### config.mk
export PLATFORM = sky130hd
export DESIGN_NAME = mem_readback_scanner
export DESIGN_NICKNAME = d
export VERILOG_FILES = /design/src/rtl/mem_readback_pkg.sv /design/src/rtl/readback_beat_fifo.sv /design/src/rtl/mem_readback_scanner.sv
export SDC_FILE = /design/constraint.sdc
export NUM_CORES = 1
export LEC_CHECK = 0
export ABC_CLOCK_PERIOD_IN_PS = 2300
export CORE_MARGIN = 3
export CORE_UTILIZATION = 50
export CTS_BUF_LIST = sky130_fd_sc_hd__clkbuf_4 sky130_fd_sc_hd__clkbuf_8
export DETAILED_ROUTE_END_ITERATION = 8
export PLACE_DENSITY_LB_ADDON = 0.12
export SLEW_MARGIN = 10
export SYNTH_ARGS = -nofsm -noshare
export SYNTH_HDL_FRONTEND = slang
export SYNTH_SLANG_ARGS = --single-unit
### constraint.sdc
create_clock -name clk -period 2.3 [get_ports clk]
set_clock_uncertainty 0.1 [all_clocks]
set_input_delay 0.46 -clock clk [delete_from_list [all_inputs] [get_ports clk]]
set_output_delay 0.46 -clock clk [all_outputs]
set_load 0.05 [all_outputs]
### src/rtl/mem_readback_pkg.sv
// Shared types for the memory readback scanner: beat layout, FSM states, checksum width.
package mem_readback_pkg;

  localparam int ADDR_W_PKG  = 12;
  localparam int WID_MEM_PKG = 18;
  localparam int CHECKSUM_W  = 32;

  typedef logic [ADDR_W_PKG-1:0]  addr_t;
  typedef logic [WID_MEM_PKG-1:0] word_t;

  typedef struct packed {
    addr_t addr;
    word_t data;
  } beat_t;

  localparam int BEAT_W = $bits(beat_t);

  typedef enum logic [1:0] {
    IDLE  = 2'd0,
    SCAN  = 2'd1,
    DRAIN = 2'd2,
    DONE  = 2'd3
  } state_t;

endpackage

### src/rtl/readback_beat_fifo.sv
// Show-ahead synchronous FIFO holding {addr, data} beats; rdata is the head entry whenever !empty.
module readback_beat_fifo
  import mem_readback_pkg::*;
#(
  parameter int DEPTH = 4,
  parameter int CNT_W = $clog2(DEPTH + 1)
) (
  input  logic              clk,
  input  logic              rst_n,
  input  logic              push,
  input  logic [BEAT_W-1:0] wdata,
  input  logic              pop,
  output logic [BEAT_W-1:0] rdata,
  output logic              empty,
  output logic [CNT_W-1:0]  count
);

  localparam int PTR_W = (DEPTH > 1) ? $clog2(DEPTH) : 1;

  beat_t            mem [DEPTH];
  logic [PTR_W-1:0] wr_ptr;
  logic [PTR_W-1:0] rd_ptr;
  logic             do_push;
  logic             do_pop;

  assign empty   = (count == '0);
  assign do_push = push && (count != CNT_W'(DEPTH));
  assign do_pop  = pop && !empty;
  assign rdata   = mem[rd_ptr];

  always_ff @(posedge clk) begin
    if (do_push) mem[wr_ptr] <= beat_t'(wdata);
  end

  always_ff @(posedge clk or negedge rst_n) begin
    if (!rst_n) begin
      wr_ptr <= '0;
      rd_ptr <= '0;
      count  <= '0;
    end else begin
      if (do_push) wr_ptr <= (wr_ptr == PTR_W'(DEPTH - 1)) ? '0 : wr_ptr + 1'b1;
      if (do_pop)  rd_ptr <= (rd_ptr == PTR_W'(DEPTH - 1)) ? '0 : rd_ptr + 1'b1;
      case ({do_push, do_pop})
        2'b10:   count <= count + 1'b1;
        2'b01:   count <= count - 1'b1;
        default: count <= count;
      endcase
    end
  end

endmodule

### src/rtl/mem_readback_scanner.sv
// Sweeps a memory read port over an inclusive address range and streams {addr, data} beats.
// Optional running checksum of accepted beats when READBACK_CHECKSUM_EN is defined.
//
// state | meaning
// IDLE  | waiting for start
// SCAN  | issuing reads while output credits allow
// DRAIN | last address issued, emptying pipeline and FIFO
// DONE  | one-cycle done pulse
module mem_readback_scanner
  import mem_readback_pkg::*;
#(
  parameter int WID_MEM    = WID_MEM_PKG,
  parameter int DEPTH_MEM  = 4096,
  parameter int ADDR_W     = ADDR_W_PKG,
  parameter int FIFO_DEPTH = 4
) (
  input  logic                  clk,
  input  logic                  reset,
  input  logic                  start,
  input  logic [ADDR_W-1:0]     first_addr,
  input  logic [ADDR_W-1:0]     last_addr,
  output logic                  busy,
  output logic                  done,
  output logic [ADDR_W-1:0]     raddr,
  input  logic [WID_MEM-1:0]    mem_dout,
  output logic                  m_valid,
  input  logic                  m_ready,
  output logic [ADDR_W-1:0]     m_addr,
  output logic [WID_MEM-1:0]    m_data,
  output logic [CHECKSUM_W-1:0] checksum
);

  localparam int CNT_W = $clog2(FIFO_DEPTH + 1);

  state_t            state;
  state_t            state_nx;
  logic [ADDR_W-1:0] cur_addr;
  logic [ADDR_W-1:0] last_q;
  logic [ADDR_W-1:0] issue_addr;
  logic [ADDR_W-1:0] last_eff;
  logic              issue;
  logic              issue_last;
  logic              credit_ok;
  logic              drain_done;

  // Two-stage read pipeline: stage 1 is the edge raddr is presented, stage 2 has mem_dout valid.
  logic              v1;
  logic              v2;
  logic [ADDR_W-1:0] a1;
  logic [ADDR_W-1:0] a2;
  logic [1:0]        inflight;

  logic              fifo_push;
  logic              fifo_pop;
  logic              fifo_empty;
  logic [CNT_W-1:0]  fifo_count;
  logic [BEAT_W-1:0] fifo_wdata;
  logic [BEAT_W-1:0] fifo_rdata;
  beat_t             head;

  function automatic logic [ADDR_W-1:0] addr_incr(input logic [ADDR_W-1:0] a);
    return (a == ADDR_W'(DEPTH_MEM - 1)) ? '0 : a + 1'b1;
  endfunction

  assign inflight   = {1'b0, v1} + {1'b0, v2};
  // Credits count FIFO occupancy before any same-edge pop, so no beat is ever issued without room.
  assign credit_ok  = (int'(fifo_count) + int'(inflight)) < FIFO_DEPTH;
  assign issue_addr = (state == IDLE) ? first_addr : cur_addr;
  assign last_eff   = (state == IDLE) ? last_addr : last_q;
  assign issue_last = (issue_addr == last_eff);
  assign issue      = ((state == IDLE) && start) || ((state == SCAN) && credit_ok);

  assign drain_done = !v1 && !v2 &&
                      (fifo_empty || ((fifo_count == CNT_W'(1)) && fifo_pop));

  always_comb begin
    state_nx = state;
    case (state)
      IDLE:    if (start) state_nx = issue_last ? DRAIN : SCAN;
      SCAN:    if (credit_ok && issue_last) state_nx = DRAIN;
      DRAIN:   if (drain_done) state_nx = DONE;
      DONE:    state_nx = IDLE;
      default: state_nx = IDLE;
    endcase
  end

  always_ff @(posedge clk or negedge reset) begin
    if (!reset) begin
      state    <= IDLE;
      raddr    <= '0;
      cur_addr <= '0;
      last_q   <= '0;
      v1       <= 1'b0;
      v2       <= 1'b0;
      a1       <= '0;
      a2       <= '0;
    end else begin
      state <= state_nx;
      if ((state == IDLE) && start) last_q <= last_addr;
      if (issue) begin
        raddr    <= issue_addr;
        cur_addr <= addr_incr(issue_addr);
      end
      v1 <= issue;
      a1 <= issue_addr;
      v2 <= v1;
      a2 <= a1;
    end
  end

  assign fifo_push  = v2;
  assign fifo_wdata = {a2, mem_dout};
  assign fifo_pop   = m_valid && m_ready;

  readback_beat_fifo #(
    .DEPTH (FIFO_DEPTH),
    .CNT_W (CNT_W)
  ) u_fifo (
    .clk   (clk),
    .rst_n (reset),
    .push  (fifo_push),
    .wdata (fifo_wdata),
    .pop   (fifo_pop),
    .rdata (fifo_rdata),
    .empty (fifo_empty),
    .count (fifo_count)
  );

  assign head    = beat_t'(fifo_rdata);
  assign m_valid = !fifo_empty;
  assign m_addr  = head.addr;
  assign m_data  = head.data;
  assign busy    = (state == SCAN) || (state == DRAIN);
  assign done    = (state == DONE);

`ifdef READBACK_CHECKSUM_EN
  logic [CHECKSUM_W-1:0] sum_q;

  always_ff @(posedge clk or negedge reset) begin
    if (!reset) begin
      sum_q <= '0;
    end else if ((state == IDLE) && start) begin
      sum_q <= '0;
    end else if (fifo_pop) begin
      sum_q <= sum_q + CHECKSUM_W'(m_data);
    end
  end

  assign checksum = sum_q;
`else
  assign checksum = '0;
`endif

endmodule

==> results of run 1 <==
## cell usage in the layout, fill, tap and decap left out, drive strengths merged, types with 2 or more instances in the layout
cell           synthesis  final
xnor2                 23     23
nor4                   2      2
clkinvlp               0      2
nand4                  3      3
mux4                  30     30
inv                   19     22
xor2                  12     12
o21ai                  5      5
nand3                  6      6
nor3                   3      3
conb                   1     32
bufinv                 0      2
nor2                  30     30
buf                   41     84
a21o                   2      2
nand2                 11     11
dfrtp                 71     71
mux2                  17     17
edfxtp               120    120
ha                    17     17
or3                    3      3
nand4b                 2      2
clkdlybuf4s50          0     55
a31oi                  5      5
a22o                   7      7
mux2i                 10     10
a21oi                 16     16
clkinv                 0      3
and3                   3      3
and2                   5      5
clkbuf                 7     22
nand2b                 2      2
## flip-flops by register name, summed over array words and instances, names as in the netlist
| signal | count |
|---|---|
| u_fifo.mem | 120 |
| a1 | 12 |
| a2 | 12 |
| cur_addr | 12 |
| last_q | 12 |
| raddr | 12 |
| u_fifo.count | 3 |
| state | 2 |
| u_fifo.rd_ptr | 2 |
| u_fifo.wr_ptr | 2 |
| fifo_push | 1 |
| v1 | 1 |
## where the power goes
group / internal (uW) / leakage (uW) / switching (uW)
combinational: 3670 / 0.00182 / 4100
clock: 1040 / 0.000202 / 1080
sequential: 4690 / 0.00192 / 542
## worst max-delay path, cell delays in order (launching register included)
cell     delay (ns)
dfrtp_2        0.43
buf_12         0.22
mux4_2         0.58
buf_12         0.17
## final cells by class
class	count	share of cell area, %
clock buffer	22	2.72
clock inverter	10	1.09
sequential	191	52.8
timing repair buffer	141	17.3
inverter	19	0.699
multi-input combinational	256	22.9
tap	211	2.59
## cells by family after synthesis
group | count (synthesis)
AOI/OAI and AO/OA | 39
DFF | 191
buffers and inverters | 67
other | 1
adders and majority gates | 17
and+or+nand+nor | 76
muxes | 57
xor gates and xnor gates | 35
## path summary, 6_finish.rpt
| path | endpoint | slack (ns) | cells past startpoint |
|---|---|---|---|
| max | m_data[4] | -0.11 | 3 |
| min | a2[10]$_DFF_PN0_ | 0.25 | 0 |
| max reg2reg | state[1]$_DFFE_PN0P_ | 0.07 | 9 |
| min reg2reg | a2[10]$_DFF_PN0_ | 0.25 | 0 |
| max in group asynchronous | u_fifo.rd_ptr[1]$_DFFE_PN0P_ | 1.29 | 3 |
| min in group asynchronous | last_q[8]$_DFFE_PN0P_ | 0.46 | 3 |
## metrics by stage
step / hold slack [ns] / power (uW)
global route: 0.257 / 15900
finish: 0.251 / 15100
detailed placement: 0.235 / 12800
floorplan: 0.0644 / 9600
global placement: 0.232 / 12600
CTS: 0.252 / 15100
## repair_timing
action	in CTS	in global routing
endpoints found under the setup margin	39	54
endpoints found under the hold margin	71	0
hold buffers	1	0
pin swaps	0	5
resized for setup	6	23
setup buffers	3	1
cloned	1	0
## metal layers
| layer | wire (um) | part of all wire, % |
|---|---|---|
| met5 | 0 | 0 |
| met4 | 187 | 1.3 |
| met3 | 651 | 4.5 |
| met2 | 7520 | 52 |
| met1 | 6140 | 42 |
==> metrics, run 1 <==
total die area=0.0173 mm2; routed len/inst=17.1 um; share of cells above drive strength 1=between 20% and 30%; status=complete, but fails checks; Synth Cell Area=0.00790 mm2; fill count=1,086; Final min period=2.41 ns; register area share after synthesis=between 60% and 70%; period utilisation layout=105%; vias in the first global route=4,427; CP startpoint=u_fifo.rd_ptr[0]$_DFFE_PN0P_; RSZ-0062 raised after global routing=true; DRC errors left=0; Post-Synth Adder-Cell Area=2.69%; WS Path Type=flop to primary output; post-synth top area share=45.6%; Synth Area in XOR/XNOR=3.88%; post-synthesis mux area share=12.2%; Setup Total Neg Slack=-2.40 ns; PwrDens=1480 mW/mm2; Place WS=-0.127 ns; Chip Width=~130 um; largest net degree at the start of global routing=72; Crit. End Element=primary output; post-synthesis async set-or-reset flop share=a little under two fifths; worst vdd ir=1.16 mV; Routed WL=14.5 mm; Num Clock Sinks=around 190; Congestion Overflow GR=0; MaxCap Viol Count=0; worst hold start=a1[10]$_DFF_PN0_; setup ws final=-0.107 ns; failing checks=setup timing; total vias in the final route=4,265; GP Congestion=0.809; Slew Viols, Final=0; # IOs=123; Synth Area in Compound Gates=3.21%; n_diodes=0; busiest grt layer=met2; worst-margin pin slew=0.511 ns; Core Region=0.0153 mm2; class of the worst hold path=flop to flop; ranking of synthesized cells by area=edfxtp_1 46%, dfrtp_1 22%, mux4_2 8.6%, buf_4 3.0%, ha_1 2.7%; GR met1 Demand/Resource=23.0%; first-pass GRT wire length=~24 mm; Total Nets Final=689; CP Max Fanout=21; fmax=slightly above 0.4 GHz; top-count cell post-synth=edfxtp_1; Iter 0 DRT Violations=350; Num CTS Buffers=17; input/output buffers=90; P&R area growth vs syn=29.1%; gr usage total=around 17%; Final Hold Fails=0; Syn Area/Cell=around 16 um2; Cell Rows=45; Slew headroom=between 60% and 70%; worst path arrival time=1.85 ns; drt pass-1 iters=4; M3 GR Usage=4.36%; clk slew on worst S/H paths=0.08 ns; Setup violations, final=30; simple-gate area share of the yosys netlist=4.77%; Worst-Skew Late Latency=0.44 ns; placed cells=roughly 810; Clock Path Buffers=2; Antenna Nets Post-Route=0; P_leak=0.00394 uW; post-route cell area=just over 0.01 mm2; FF-to-FF Start=state[0]$_DFFE_PN0P_; CTS H-tree depth=4; Storage cell area=roughly 0.0054 mm2; TritonCTS clock tree=built; Syn. warnings=0; Finished Layout Cells=850; number of enable flip-flop cells after synthesis=120; M2 GR Usage=28.9%; Initial Util=51.6%; synthesized instance count=483; utilization after layout=approximately 67%; Synth area leader=edfxtp_1; placed wire-length estimate=9.94 mm; Clock Tree Root=clkbuf_8; Commonest cells post-synth=120 x edfxtp_1, 71 x dfrtp_1, 32 x buf_4, 30 x mux4_2, 30 x nor2_1; #FFs+latches synth=191; vias per inst=about 5.0; largest family of logic cells by synthesized area=multiplexers; Critical Path Start Type=flop; area of the multi-input gates=between 0.002 and 0.0025 mm2; top_reg_cell synth=edfxtp_1; initial antenna violation count=0; Worst Path Required=1.74 ns; DP Area=about 0.0096 mm2; Unique masters post-synth=44; die height=132 um
Note: power is estimated with default switching activity, not from simulation.
==> run 2: changes to the inputs <==
--- a/config.mk
+++ b/config.mk
@@ -5,7 +5,6 @@
 export SDC_FILE = /design/constraint.sdc
 export NUM_CORES = 1
 export LEC_CHECK = 0
-export ABC_CLOCK_PERIOD_IN_PS = 2300
 export CORE_MARGIN = 3
 export CORE_UTILIZATION = 50
 export CTS_BUF_LIST = sky130_fd_sc_hd__clkbuf_4 sky130_fd_sc_hd__clkbuf_8
==> results of run 2 <==
Final layout, timing and power as in run 1 (identical DEF).
==> run 3: changes to the inputs <==
--- a/config.mk
+++ b/config.mk
@@ -5,10 +5,14 @@
 export SDC_FILE = /design/constraint.sdc
 export NUM_CORES = 1
 export LEC_CHECK = 0
+export CELL_PAD_IN_SITES_DETAIL_PLACEMENT = 0
+export CELL_PAD_IN_SITES_GLOBAL_PLACEMENT = 1
 export CORE_MARGIN = 3
-export CORE_UTILIZATION = 50
+export CORE_UTILIZATION = 42
 export CTS_BUF_LIST = sky130_fd_sc_hd__clkbuf_4 sky130_fd_sc_hd__clkbuf_8
 export DETAILED_ROUTE_END_ITERATION = 8
+export GPL_ROUTABILITY_DRIVEN = 0
+export MAX_ROUTING_LAYER = met4
 export PLACE_DENSITY_LB_ADDON = 0.12
 export SLEW_MARGIN = 10
 export SYNTH_ARGS = -nofsm -noshare
==> metrics, run 3 (synthesis results as in run 1) <==
status=complete, but fails checks; failing checks=setup timing; Antenna Nets Post-Route=0; Critical Path Start Type=flop; Congestion Overflow GR=0; Total Nets Final=693; PwrDens=1470 mW/mm2; first-pass GRT wire length=23.6 mm; commonest cells after routing, fill and taps aside=120 x edfxtp_1, 69 x dfrtp_1, 56 x clkdlybuf4s50_1; P_leak=0.00392 uW; gr usage total=15.6%; fmax=between 0.4 and 0.5 GHz; Clock Tree Root=clkbuf_8; RSZ-0062 raised after global routing=true; worst vdd ir=0.789 mV; # IOs=123; total vias in the final route=4,232; Iter 0 DRT Violations=244; Worst-Skew Late Latency=0.45 ns; worst-margin pin slew=0.504 ns; worst reg2reg setup slack=0.10 ns; Routed WL=~15 mm; n_diodes=0; routed len/inst=about 17 um; Initial Util=43.4%; period utilisation layout=105%; Cell Rows=49; Core Region=0.0182 mm2; die height=143 um; Finished Layout Cells=872; share of cells above drive strength 1=29.5%; Slew headroom=66.3%; placed cells=between 800 and 900; vias in the first global route=4,579; WS Path Type=flop to primary output; Clock Path Buffers=2; most common cell after layout, fill and taps aside=edfxtp_1; Num CTS Buffers=17; DRC errors left=0; class of the worst hold path=flop to flop; number of flip-flops in the largest register=120; fill count=1,457; Crit. End Element=primary output; Chip Width=143 um; P&R area growth vs syn=29.4%; clk slew on worst S/H paths=0.09 ns; initial antenna violation count=0; Setup violations, final=30; drt pass-1 iters=4; Final min period=2.42 ns; most flop-heavy register=u_fifo.mem; Slew Viols, Final=0; vias per inst=slightly below 5; MaxCap Viol Count=0; Final Hold Fails=0; area of the multi-input gates=0.00233 mm2; Worst Path Required=1.74 ns; Num Clock Sinks=191; CP Max Fanout=6; Storage cell area=0.00538 mm2; CTS H-tree depth=4; worst path arrival time=1.86 ns; input/output buffers=90; total die area=0.0205 mm2; largest net degree at the start of global routing=72; placed wire-length estimate=9.74 mm; Setup Total Neg Slack=-2.31 ns; setup ws final=-0.125 ns; TritonCTS clock tree=built
[run 3: metrics by stage]
stage | hold slack, ns | total power (uW) | setup WS, ns | area, um2 | util (%)
final | 0.255 | 15000 | -0.125 | 10200 | 56.1
after global routing | 0.263 | 15900 | -0.203 | 10200 | 56.1
after CTS | 0.257 | 15100 | -0.173 | 10100 | 55.6
after detailed placement | 0.235 | 12800 | -0.170 | 9640 | 52.9
after global placement | 0.233 | 12700 | -0.126 | 9640 | 52.9
after floorplan | 0.0644 | 9600 | 0.00535 | 8020 | -
[run 3: what timing repair did]
action / in CTS / in global routing
hold endpoints to repair: 71 / 0
setup endpoints to repair: 38 / 50
pin swaps: 0 / 5
hold buffers: 1 / 0
gates resized for setup: 5 / 25
gates cloned: 2 / 0
setup buffers: 2 / 1
[run 3: routing by layer]
layer  routed length [um]  vias to the layer above  track usage [%]
met1                 6740                     2132             20.4
li1                     -                     2004                -
met3                  444                        8             3.22
met5                    0                        -                -
met2                 7370                       88             24.9
met4                   85                        0             4.95
[run 3: final cells by class]
cell class | count | area share, %
inverters | 19 | 0.698
well taps | 229 | 2.80
repair buffers | 145 | 17.3
clock buffers | 18 | 2.36
multi-input cells | 256 | 22.8
flip-flops and latches | 191 | 52.7
clock inverters | 14 | 1.31
[run 3: worst paths after layout]
check	from	to	cells past startpoint
min in group asynchronous	reset	last_q[5]$_DFFE_PN0P_	3
max	u_fifo.rd_ptr[0]$_DFFE_PN0P_	m_addr[2]	4
min reg2reg	a1[7]$_DFF_PN0_	a2[7]$_DFF_PN0_	0
min	a1[7]$_DFF_PN0_	a2[7]$_DFF_PN0_	0
max reg2reg	state[0]$_DFFE_PN0P_	state[1]$_DFFE_PN0P_	9
max in group asynchronous	reset	u_fifo.count[0]$_DFFE_PN0P_	3
[run 3: power breakdown]
part | internal, uW | switching, uW | total (uW)
Clock | 886 | 1170 | 2060
Combinational | 3690 | 4080 | 7770
Sequential | 4690 | 511 | 5200
[run 3: critical path: stages (launching register included)]
cell     delay, ns
dfrtp_2       0.43
buf_12        0.14
buf_16        0.13
mux4_2        0.54
buf_12        0.17
